File: src/rtl/normalizer_pkg.sv
// Shared CPU-wide package: normalizer state encoding, mode constants, widths.
package normalizer_pkg;

  localparam int DATA_W  = 16;
  localparam int SHAMT_W = 4;

  localparam logic MODE_UNSIGNED = 1'b0;
  localparam logic MODE_SIGNED   = 1'b1;

  // One state per shift stage; the stage amount halves each step.
  typedef enum logic [2:0] {
    IDLE = 3'd0,
    S8   = 3'd1,
    S4   = 3'd2,
    S2   = 3'd3,
    S1   = 3'd4
  } state_e;

  // Shift amount selected by the 2-bit stage select (0 -> 8, 1 -> 4, 2 -> 2, 3 -> 1).
  function automatic logic [SHAMT_W-1:0] stageShift(input logic [1:0] kSel);
    logic [SHAMT_W-1:0] k;
    case (kSel)
      2'd0:    k = 4'd8;
      2'd1:    k = 4'd4;
      2'd2:    k = 4'd2;
      default: k = 4'd1;
    endcase
    return k;
  endfunction

endpackage

File: src/rtl/normalizer_if.sv
// Start/done handshake and result bus between a requester and the normalizer.
interface normalizer_if;
  import normalizer_pkg::*;

  logic                start;
  logic [DATA_W-1:0]   src;
  logic                signed_mode;
  logic                busy;
  logic                done;
  logic [DATA_W-1:0]   out;
  logic [SHAMT_W-1:0]  shamt;
  logic                zr;

  modport master (
    output start, src, signed_mode,
    input  busy, done, out, shamt, zr
  );

  modport slave (
    input  start, src, signed_mode,
    output busy, done, out, shamt, zr
  );

endinterface

File: src/rtl/normalizer_stage.sv
// One combinational normalize stage: decides whether a shift of k is safe and
// provides the shifted value. k is chosen by a 2-bit select.
module normalizer_stage
  import normalizer_pkg::*;
(
  input  logic [DATA_W-1:0] value_i,
  input  logic [1:0]        kSel_i,
  input  logic              mode_i,
  output logic              taken_o,
  output logic [DATA_W-1:0] shifted_o
);

  logic [DATA_W-1:0] zeroMask;
  logic [DATA_W-1:0] signMask;
  logic [DATA_W-1:0] signBits;

  // Pick the top-k mask (unsigned), the top-(k+1) mask (signed) and the shifted value.
  always_comb begin
    zeroMask  = '0;
    signMask  = '0;
    shifted_o = value_i;
    case (kSel_i)
      2'd0: begin
        zeroMask  = 16'hFF00;
        signMask  = 16'hFF80;
        shifted_o = value_i << 8;
      end
      2'd1: begin
        zeroMask  = 16'hF000;
        signMask  = 16'hF800;
        shifted_o = value_i << 4;
      end
      2'd2: begin
        zeroMask  = 16'hC000;
        signMask  = 16'hE000;
        shifted_o = value_i << 2;
      end
      default: begin
        zeroMask  = 16'h8000;
        signMask  = 16'hC000;
        shifted_o = value_i << 1;
      end
    endcase
  end

  // Unsigned: the top k bits are all zero. Signed: the top k+1 bits all match.
  always_comb begin
    signBits = value_i & signMask;
    if (mode_i == MODE_SIGNED) begin
      taken_o = (signBits == '0) || (signBits == signMask);
    end else begin
      taken_o = ((value_i & zeroMask) == '0);
    end
  end

endmodule

File: src/rtl/normalizer.sv
// Multi-cycle left normalizer: four fixed binary-search stages (8/4/2/1) find the
// shift that brings the leading significant bit into bit 15.
module normalizer
  import normalizer_pkg::*;
(
  input  logic        clk,
  input  logic        rst_n,
  normalizer_if.slave bus
);

  state_e              state_q;
  logic [DATA_W-1:0]   work_q;
  logic [DATA_W-1:0]   work_d;
  logic [SHAMT_W-1:0]  count_q;
  logic [SHAMT_W-1:0]  count_d;
  logic                mode_q;
  logic                busy_q;
  logic                done_q;
  logic [DATA_W-1:0]   out_q;
  logic [SHAMT_W-1:0]  shamt_q;
  logic                zr_q;

  logic [1:0]          kSel;
  logic                stageTaken;
  logic [DATA_W-1:0]   stageShifted;

  // The current state decides which stage amount the shared stage evaluates.
  always_comb begin
    kSel = 2'd0;
    case (state_q)
      S8:      kSel = 2'd0;
      S4:      kSel = 2'd1;
      S2:      kSel = 2'd2;
      S1:      kSel = 2'd3;
      default: kSel = 2'd0;
    endcase
  end

  normalizer_stage u_stage (
    .value_i   (work_q),
    .kSel_i    (kSel),
    .mode_i    (mode_q),
    .taken_o   (stageTaken),
    .shifted_o (stageShifted)
  );

  // Post-stage work value and shift count; the count cannot exceed 15.
  always_comb begin
    work_d  = work_q;
    count_d = count_q;
    if (stageTaken) begin
      work_d  = stageShifted;
      count_d = count_q + stageShift(kSel);
    end
  end

  // Control FSM with registered busy/done and result registers.
  always_ff @(posedge clk or negedge rst_n) begin
    if (!rst_n) begin
      state_q <= IDLE;
      work_q  <= '0;
      count_q <= '0;
      mode_q  <= MODE_UNSIGNED;
      busy_q  <= 1'b0;
      done_q  <= 1'b0;
      out_q   <= '0;
      shamt_q <= '0;
      zr_q    <= 1'b0;
    end else begin
      done_q <= 1'b0;
      case (state_q)
        IDLE: begin
          if (bus.start) begin
            work_q  <= bus.src;
            mode_q  <= bus.signed_mode;
            count_q <= '0;
            busy_q  <= 1'b1;
            state_q <= S8;
          end
        end
        S8: begin
          work_q  <= work_d;
          count_q <= count_d;
          state_q <= S4;
        end
        S4: begin
          work_q  <= work_d;
          count_q <= count_d;
          state_q <= S2;
        end
        S2: begin
          work_q  <= work_d;
          count_q <= count_d;
          state_q <= S1;
        end
        S1: begin
          work_q  <= work_d;
          count_q <= count_d;
          out_q   <= work_d;
          shamt_q <= count_d;
          zr_q    <= ~|work_d;
          done_q  <= 1'b1;
          busy_q  <= 1'b0;
          state_q <= IDLE;
        end
        default: begin
          busy_q  <= 1'b0;
          state_q <= IDLE;
        end
      endcase
    end
  end

  assign bus.busy  = busy_q;
  assign bus.done  = done_q;
  assign bus.out   = out_q;
  assign bus.shamt = shamt_q;
  assign bus.zr    = zr_q;

endmodule

File: src/flat_wrapper.sv
// flat-port wrapper written by rule: the top's interface ports become plain ports
module normalizer_flat import normalizer_pkg::*;
  (clk, rst_n, bus_start, bus_src, bus_signed_mode, bus_busy, bus_done, bus_out, bus_shamt, bus_zr);
  normalizer_if bus_i ();
  input  logic clk;
  input  logic rst_n;
  input wire logic [$bits(bus_i.start)-1:0] bus_start;
  input wire logic [$bits(bus_i.src)-1:0] bus_src;
  input wire logic [$bits(bus_i.signed_mode)-1:0] bus_signed_mode;
  output wire logic [$bits(bus_i.busy)-1:0] bus_busy;
  output wire logic [$bits(bus_i.done)-1:0] bus_done;
  output wire logic [$bits(bus_i.out)-1:0] bus_out;
  output wire logic [$bits(bus_i.shamt)-1:0] bus_shamt;
  output wire logic [$bits(bus_i.zr)-1:0] bus_zr;
  assign bus_i.start = bus_start;
  assign bus_i.src = bus_src;
  assign bus_i.signed_mode = bus_signed_mode;
  assign bus_busy = bus_i.busy;
  assign bus_done = bus_i.done;
  assign bus_out = bus_i.out;
  assign bus_shamt = bus_i.shamt;
  assign bus_zr = bus_i.zr;
  normalizer u_core (.clk(clk), .rst_n(rst_n), .bus(bus_i));
endmodule
File: config.mk
export PLATFORM = sky130hd
export DESIGN_NAME = normalizer_flat
export DESIGN_NICKNAME = d
export VERILOG_FILES = /design/src/rtl/normalizer_pkg.sv /design/src/rtl/normalizer_if.sv /design/src/rtl/normalizer_stage.sv /design/src/rtl/normalizer.sv /design/src/flat_wrapper.sv
export SDC_FILE = /design/constraint.sdc
export NUM_CORES = 1
export LEC_CHECK = 0
export BUFFER_PORTS_ARGS = -buffer_cell sky130_fd_sc_hd__buf_2
export CAP_MARGIN = 10
export CORE_ASPECT_RATIO = 1.4
export CORE_UTILIZATION = 45
export CTS_CLUSTER_DIAMETER = 60
export CTS_CLUSTER_SIZE = 12
export DETAILED_ROUTE_END_ITERATION = 8
export GPL_TIMING_DRIVEN = 0
export PLACE_DENSITY = 0.61
export SYNTH_ARGS = -nofsm -noshare
export SYNTH_HDL_FRONTEND = slang
export SYNTH_HIERARCHICAL = 1
export SYNTH_SLANG_ARGS = --single-unit
File: constraint.sdc
create_clock -name clk -period 7.1 [get_ports clk]
set_input_delay 2.13 -clock clk [delete_from_list [all_inputs] [get_ports clk]]
set_output_delay 2.13 -clock clk [all_outputs]
set_load 0.1 [all_outputs]
Word level (Yosys, flattened, before mapping)
Index checks and enable logic that the tools add are counted.
W data, S select, Z words.
{"block": "word_totals", "in_bits": 20, "out_inout_bits": 23, "elab_cells": 52, "ff_bits": 47}
{"block": "classes", "muxes": 18, "bitwise": 3, "reduce_logical": 13, "n_eq_ne": 8, "add_sub_neg": 1}
{"operator": "$pmux W16 S3", "n": 1}
{"operator": "$pmux W15 S3", "n": 1}
{"operator": "$pmux W14 S3", "n": 1}
{"operator": "$and A16 B16 Y16", "n": 2}
{"operator": "$logic_not A16 Y1", "n": 2}
{"operator": "$mux W16", "n": 2}
{"operator": "$pmux W16 S2", "n": 1}
{"operator": "$eq A16 B16 Y1", "n": 1}
{"operator": "$reduce_or A16 Y1", "n": 1}
{"operator": "$mux W4", "n": 3}
{"operator": "$pmux W3 S4", "n": 1}
{"operator": "$pmux W4 S3", "n": 1}
{"operator": "$pmux W4 S2", "n": 1}
{"operator": "$eq A3 B2 Y1 const B", "n": 2}
{"operator": "$pmux W2 S3", "n": 1}
{"operator": "$reduce_and A2 Y1", "n": 3}
{"operator": "$add A4 B4 Y4", "n": 1}
{"operator": "$reduce_or A4 Y1", "n": 1}
{"operator": "$eq A3 B1 Y1 const B", "n": 1}
{"operator": "$eq A3 B3 Y1 const B", "n": 1}
{"operator": "$logic_not A3 Y1", "n": 1}
{"operator": "$mux W1", "n": 3}
{"operator": "$mux W3", "n": 1}
{"operator": "$reduce_or A3 Y1", "n": 1}
{"operator": "9 further kinds", "n": 9}

Longest topological paths before layout
Gate-level depths: netlist of run 1.
{"block": "logic_depth", "depth_word": 12, "mapped_depth": 14}

By module
Netlist of run 1, hierarchy kept.
{"module": "normalizer", "area_each_um2": 2446.1, "instances": 1, "cells_each": 229}
{"module": "normalizer_stage", "area_each_um2": 490.5, "instances": 1, "cells_each": 51}

Worst setup path before layout of run 1
No wires, ideal clock.
{"block": "synth_timing", "path_type": "register to output", "start": "register u_core.busy_q, in the netlist u_core/bus.busy", "end": "output bus_busy", "path_slack_ps": 4072, "t_required_ps": 4970, "n_path_buf": 0, "arrival_ps": 898, "stages_incl_launch_ff": 1, "cell_sequence": "dfrtp_1"}
{"item": "start, declared", "line_no": "normalizer.sv:17", "text": "logic busy_q;"}
{"item": "start signal, assigned", "line_no": "normalizer.sv:64", "text": "busy_q <= 1'b0;"}
{"item": "start signal, assigned", "line_no": "normalizer.sv:77", "text": "busy_q <= 1'b1;"}
{"item": "start signal, assigned", "line_no": "normalizer.sv:103", "text": "busy_q <= 1'b0;"}
{"item": "end, declared", "line_no": "flat_wrapper.sv:10", "text": "output wire logic [$bits(bus_i.busy)-1:0] bus_busy;"}
No word-level cell between the ends.

Final worst setup path of run 1
{"block": "layout_timing", "start": "register u_core.state_q[2]", "end": "register u_core.zr_q, in the netlist u_core/bus.zr"}
{"block": "layout_via", "elab_chain_cells": 11, "elab_cells_between_ends": 20}
{"item": "start, declared", "line_no": "normalizer.sv:11", "text": "state_e state_q;"}
{"item": "start signal, assigned", "line_no": "normalizer.sv:60", "text": "state_q <= IDLE;"}
{"item": "start signal, assigned", "line_no": "normalizer.sv:78", "text": "state_q <= S8;"}
{"item": "start signal, assigned", "line_no": "normalizer.sv:84", "text": "state_q <= S4;"}
{"item": "$eq A3 B3 Y1 / $eq A3 B2 Y1 (equally long branches)", "line_no": "normalizer.sv:30", "text": "case (state_q)"}
{"item": "$pmux W2 S3 *", "line_no": "normalizer.sv:30"}
{"item": "named net u_core.kSel[1]", "line_no": "normalizer.sv:23", "text": "logic [1:0] kSel;"}
{"item": "$eq A2 B2 Y1, or another cell as far along", "line_no": "normalizer_stage.sv:22", "text": "case (kSel_i)"}
{"item": "$pmux W14 S3", "line_no": "normalizer_stage.sv:22"}
{"item": "$and A16 B16 Y16", "line_no": "normalizer_stage.sv:48", "text": "signBits = value_i & signMask;"}
{"item": "$eq A16 B16 Y1 / $logic_not A16 Y1 (equally long branches)", "line_no": "normalizer_stage.sv:50", "text": "taken_o = (signBits == '0) || (signBits == signMask);"}
{"item": "$logic_or A1 B1 Y1", "line_no": "normalizer_stage.sv:50"}
{"item": "$mux W1 *", "line_no": "normalizer_stage.sv:49", "text": "if (mode_i == MODE_SIGNED) begin"}
{"item": "named net u_core.stageTaken", "line_no": "normalizer.sv:24", "text": "logic stageTaken;"}
{"item": "$mux W16 *", "line_no": "normalizer.sv:51", "text": "if (stageTaken) begin"}
{"item": "$reduce_or A16 Y1 *", "line_no": "normalizer.sv:101", "text": "zr_q <= ~|work_d;"}
{"item": "$logic_not A1 Y1 *", "line_no": "normalizer.sv:101"}
{"item": "end signal, assigned", "line_no": "normalizer.sv:101"}
{"item": "end, declared", "line_no": "normalizer.sv:21", "text": "logic zr_q;"}
The timed path passes the listed nets; every way through them passes the cells marked *.
A chain may end at the register's enable or synchronous reset.

==> results.md, run 1 <==
* outcome: completed
* TritonRoute pass-1 iters: 4
* proportion of register bits with asynchronous set or reset after synthesis: 1.00
* num rows: 34
* total of flip-flops plus latches after synthesis: 47
* Final Routed Wirelength: 7480 um
* fin crit share: 0.468
* Worst R2R Start: u_core/state_q[2]
* Clk Tree Root Cell: clkbuf_8
* clock net sink count: 47
* Setup TNS Final: 0 ps
* hold buffer count at CTS: 0
* Synth Instances: 280
* Max Slew Vio Count: 0
* total CTS buffers: 5
* vias in the first global route: 2337
* Post-Route Utilization: 0.532
* die boundary height: 97.6 um
* crit path capture: u_core/bus.zr
* net count after synthesis: 304
* number of I/O port buffers: 42
* warning count from the yosys run: 6
* RD Place Congestion: 0.901
* worst hold-check path type: register to register
* share of the synthesized area in the top cell type: 0.401
* worst-case reg-to-reg path depth: 13
* count of vias placed by the detailed router: 2393
* data required time at the worst endpoint: 7320 ps
* remaining design rule violation count: 0
* dominant cell type by area after synthesis: dfrtp_1
* Reg2Reg Capture Point: u_core/bus.zr
* transition time of the tightest slew-check pin: 1060 ps
* distinct cell type count of the synthesized netlist: 49
* HPWL after detailed placement: 5490 um
* antenna violations before repair: 0
* largest net degree at the start of global routing: 48
* synth top area cells: dfrtp_1, mux2i_1, mux4_2, a21oi_1, o22a_1
* RSZ-0062 raised after global routing: false
* final critical path time including I/O delays and setup: 3320 ps
* fin worst setup slack: 3780 ps
* ant diodes: 0
* depth of the worst hold-timing path: 2
* post-synthesis area per instance: 10.5 sq um
* First DRT Iteration DRCs: 135
* Total Routing Usage GR: 0.231
* Reg2Reg Setup Slack: 3780 ps
* count of fill cells added during filler insertion: 605
* Starting Density: 0.470
* later-pin clock latency in the skew report: 300 ps
* horizontal extent of the die: 70.3 um
* EDFF count, synth: 0
* cell area after technology mapping: 2940 sq um
* post-route clock skew: 8.13 ps
* Core Box Area: 6250 sq um
* final-report setup violation count: 0
* cell-by-cell listing of the critical path: clkbuf_1 > nand3b_1 > nand2_1 > buf_6 > or2b_1 > a21oi_1 > o32a_1 > o32ai_2 > buf_4 > or4b_1 > nor3_2 > a31oi_1 > o31ai_2
* buffer count from post-CTS setup fixing: 0
* reported max-cap violation count: 0
* final net count: 353
* total congestion overflow after global routing: 0
* critical path arrival: 3540 ps
* largest stage delay on the critical path: 480 ps
* sequential-to-total area share from yosys stat: 0.401
* Longest Clk Path Bufs: 2
* share of cells above drive strength 1: 0.282
* layout overhead on the synthesized area: 13.3%
* post-cts sizing count: 0
* endpoint kind of the worst setup timing path: register
* htree depth: 2
* path type of the worst setup path: register to register
* slowest cell on the critical path: dfrtp_1
* launching element of the worst setup path: u_core/state_q[2]
* clk slew on worst S/H paths: 90 ps
* Synth Flop Type: dfrtp_1
* Startpoint Class: register
* global-route wire length before repair: 12300 um
* achievable frequency: 301 MHz
* max_slew headroom: 0.294
* Via density: 5.95
* num ports: 43
* worst slack, placed: 3810 ps
* die footprint: 6860 sq um
* worst-path fanout max: 10
* Routed Antenna Nets: 0
* detailed-route wire length per cell: 18.6 um
* final hold violation count: 0
* clock tree from TritonCTS: yes
-- synth_stat cells (2+ instances only) --
master and count:
nand2_4 2, nand2b_1 3, nor3_1 6, and4_1 2, nor4_1 5, o22a_1 16
nor2_1 28, o211ai_1 2, a31oi_1 3, mux2_2 5, buf_6 7, buf_2 8
o21ai_0 7, dfrtp_1 47, nor2b_1 4, nor3b_1 3, mux2i_1 21, ha_1 3
inv_1 8, nand3_1 3, o21a_1 16, and3_1 2, xnor2_1 4, buf_4 6
a21oi_1 28, a22o_1 2, mux4_2 8, nand3b_1 3, nand2_1 8
-- metal layers --
metal	global-route usage	wire, um	vias to the layer above
li1	-	-	1128
met1	0.283	3030	1161
met2	0.401	3900	87
met3	0.0332	358	17
met4	0.0892	192	0
met5	0	0	-
-- state kept, by name, summed over array words and instances, names as in the netlist --
signal and count:
u_core/count_q 4, u_core/bus.shamt 4, u_core/bus.busy 1, u_core/bus.done 1, u_core/work_q 16, u_core/state_q 3, u_core/bus.zr 1, u_core/mode_q 1
u_core/bus.out 16
-- worst min path at each step --
| stage | slack [ps] | startpoint | endpoint |
|---|---|---|---|
| finish | 500 | u_core/bus.shamt[1] | u_core/bus.shamt[1] |
| detailed placement | 470 | u_core/bus.shamt[1] | u_core/bus.shamt[1] |
| floorplan | 500 | u_core/count_q[0] | u_core/count_q[0] |
| global placement | 470 | u_core/bus.shamt[1] | u_core/bus.shamt[1] |
| global route | 540 | u_core/bus.shamt[2] | u_core/bus.shamt[2] |
| CTS | 500 | u_core/bus.shamt[1] | u_core/bus.shamt[1] |
-- placed cells by master (no fill, tap or decap), types with 8 or more instances in the layout --
| cell | n |
|---|---|
| o22a_1 | 16 |
| buf_2 | 50 |
| mux2i_1 | 21 |
| o21a_1 | 16 |
| inv_1 | 8 |
| mux4_2 | 8 |
| dfrtp_1 | 47 |
| nand2_1 | 8 |
| a21oi_1 | 28 |
| nor2_1 | 28 |
-- worst max-delay path: cells and delay by family, from the launching register on --
family	cells	cell delay [ps]
compound gates	5	940
flops	1	480
simple gates	5	1170
buf+inv	3	630
-- cells by family after synthesis --
logic type / after synthesis / share of synthesized area
compound gates: 83 / 0.199
xor+xnor: 4 / 0.0119
fa+ha+maj: 4 / 0.0196
buf+inv: 31 / 0.0686
flops: 47 / 0.401
mux: 34 / 0.152
other cells: 1 / 0.00128
simple gates: 76 / 0.147
-- per-stage QoR --
stage | hold WS [ps] | area, sq um | std cells
after floorplan | 495 | 2940 | 280
after global placement | 468 | 3240 | 394
after detailed placement | 474 | 3240 | 394
after CTS | 497 | 3330 | 402
after global routing | 537 | 3330 | 402
final | 496 | 3330 | 402
-- layout make-up --
type	count	area, sq um	share of cell area
Multi-Input combinational cell	202	1560	0.469
Sequential cell	47	1180	0.354
Timing Repair Buffer	42	210	0.0632
Buffer	22	168	0.0504
Tap cell	72	90.1	0.0271
Clock buffer	6	72.6	0.0218
Inverter	9	33.8	0.0102
Clock inverter	2	16.3	0.00489
Power of run 1 is not shown: default switching activity piles up to over one toggle a cycle in this logic, so the estimate is an artifact.
==> run 2, diff against run 1 <==
clock period = 3.2 ns   (was 7.1 ns; I/O delays follow)
==> run 2 against run 1 <==
Clock skew is essentially flat. Utilization grew 0.30 points. Final cell count grew 0.25%. Critical path type unchanged. Sequential share of layout area shrank 0.16 points. Worst hold slack is essentially flat. Design area grew 0.56%. Highest routed layer unchanged.
==> results.md, run 2 (synthesis gave the netlist of run 1 again) <==
* outcome: completed
* fin crit share: 0.945, +0.477
* ant diodes: 0, unchanged
* htree depth: 2, unchanged
* Core Box Area: 6250 sq um, unchanged
* final-report setup violation count: 0, unchanged
* layout overhead on the synthesized area: 13.9%
* reported max-cap violation count: 0, unchanged
* num rows: 34, unchanged
* antenna violations before repair: 0, unchanged
* endpoint kind of the worst setup timing path: register
* Clk Tree Root Cell: clkbuf_8
* total CTS buffers: 5, unchanged
* count of vias placed by the detailed router: 2372, -0.88%
* final critical path time including I/O delays and setup: 3020 ps, -301 ps
* clk slew on worst S/H paths: 90 ps, about the same
* total congestion overflow after global routing: 0, unchanged
* data required time at the worst endpoint: 3420 ps, -3900 ps
* Via density: 5.89, -1.1%
* Max Slew Vio Count: 0, unchanged
* Longest Clk Path Bufs: 2, unchanged
* depth of the worst hold-timing path: 2, unchanged
* share of cells above drive strength 1: 0.290, +0.00821
* remaining design rule violation count: 0, unchanged
* worst-case reg-to-reg path depth: 13, unchanged
* Starting Density: 0.470, unchanged
* worst slack, placed: -86.7 ps, -3900 ps
* Routed Antenna Nets: 0, unchanged
* Post-Route Utilization: 0.535, +0.00300
* Startpoint Class: register
* clock tree from TritonCTS: yes
* achievable frequency: 331 MHz, +9.9%
* num ports: 43, unchanged
* fin worst setup slack: 176 ps, -3600 ps
* die footprint: 6860 sq um, unchanged
* worst hold-check path type: register to register
* First DRT Iteration DRCs: 164, +21%
* path type of the worst setup path: register to register
* later-pin clock latency in the skew report: 300 ps, about the same
* Fin Hold WS: 496 ps, -0.0580 ps
* hold buffer count at CTS: 0, unchanged
* Reg2Reg Capture Point: u_core/bus.zr
* transition time of the tightest slew-check pin: 1060 ps, +1.91 ps
* Worst R2R Start: u_core/state_q[2]
* most frequent cells in the layout: buf_2, dfrtp_1, nor2_1, a21oi_1, mux2i_1
* critical path arrival: 3240 ps, -300 ps
* HPWL after detailed placement: 5490 um, unchanged
* launch point of the worst hold path: u_core/bus.shamt[1]
* worst-path fanout max: 10, unchanged
* TritonRoute pass-1 iters: 4, unchanged
* detailed-route wire length per cell: 18.5 um, -0.49%
* horizontal extent of the die: 70.3 um, unchanged
* post-route clock skew: 7.77 ps, -0.360 ps
* clock net sink count: 47, unchanged
* number of I/O port buffers: 42, unchanged
* RD Place Congestion: 0.901, unchanged
* die boundary height: 97.6 um, unchanged
* RSZ-0062 raised after global routing: false
* worst-case hold path end point: u_core/bus.shamt[1]
* global-route wire length before repair: 12300 um, +0.11%
* largest net degree at the start of global routing: 48, unchanged
* max_slew headroom: 0.293, -0.00127
* Reg2Reg Setup Slack: 180 ps, -3600 ps
* Total Routing Usage GR: 0.231, about the same
* Final Routed Wirelength: 7460 um, -0.24%
* final hold violation count: 0, unchanged
* commonest non-fill, non-tap cell in the layout: buf_2
* vias in the first global route: 2339, +0.086%
* final net count: 354, +0.28%
-- run 2: cell count changes in the layout (fill, tap and decap cells not counted) --
| cell | delta |
|---|---|
| buf_2 | -1 |
| buf_6 | +1 |
| clkbuf_1 | -1 |
| clkbuf_4 | +2 |
| dfrtp_1 | -1 |
| dfrtp_2 | +1 |
-- run 2: cell type report --
class / count / area [sq um]
clock inverters: 2 / 16.3
clock buffers: 6 / 72.6
inverters: 9 / 33.8
repair buffers: 43 / 218
fillers: 604 / 2910
well taps: 72 / 90.1
flip-flops and latches: 47 / 1180
plain buffers: 22 / 178
multi-input cells: 202 / 1560
-- run 2: worst max-delay path: stages, from the launching register on --
cell and delay, ps:
dfrtp_2 470, clkbuf_4 210, nand3b_1 190, nand2_1 90, buf_6 130, or2b_1 100
a21oi_1 60, o32a_1 310, o32ai_2 230, buf_6 190, or4b_1 460, nor3_2 130
a31oi_1 140, o31ai_2 230
-- run 2: worst max-delay path by stage --
stage                      start            end  slack [ps]  cells after the start
2_1_floorplan  u_core/state_q[2]  u_core/bus.zr         340                     13
3_3_place_gp   u_core/state_q[2]  u_core/bus.zr         -50                     13
3_5_place_dp   u_core/state_q[2]  u_core/bus.zr         -90                     13
4_1_cts        u_core/state_q[2]  u_core/bus.zr         100                     13
5_1_grt        u_core/state_q[2]  u_core/bus.zr           2                     13
6_report       u_core/state_q[2]  u_core/bus.zr         180                     13
-- run 2: per-stage QoR --
stage / instance area [sq um] / cells / TNS (ps)
after global placement: 3240 / 394 / -54.2
after floorplan: 2940 / 280 / 0
after CTS: 3330 / 403 / 0
final: 3340 / 403 / 0
after detailed placement: 3240 / 394 / -86.7
after global routing: 3340 / 403 / 0
-- run 2: routing by layer --
layer,GRT usage,up-vias,part of all wire
li1,-,1131,-
met3,0.0332,16,0.042
met2,0.401,72,0.52
met1,0.284,1153,0.41
met5,0,-,0
met4,0.0892,0,0.025
-- run 2: what timing repair did --
action,CTS,global route
resized for setup,1,5
pin swaps,0,0
setup endpoints to repair,1,1
buffers inserted,1,0
hold endpoints to repair,0,0
Power of run 2 is left out for the same reason.
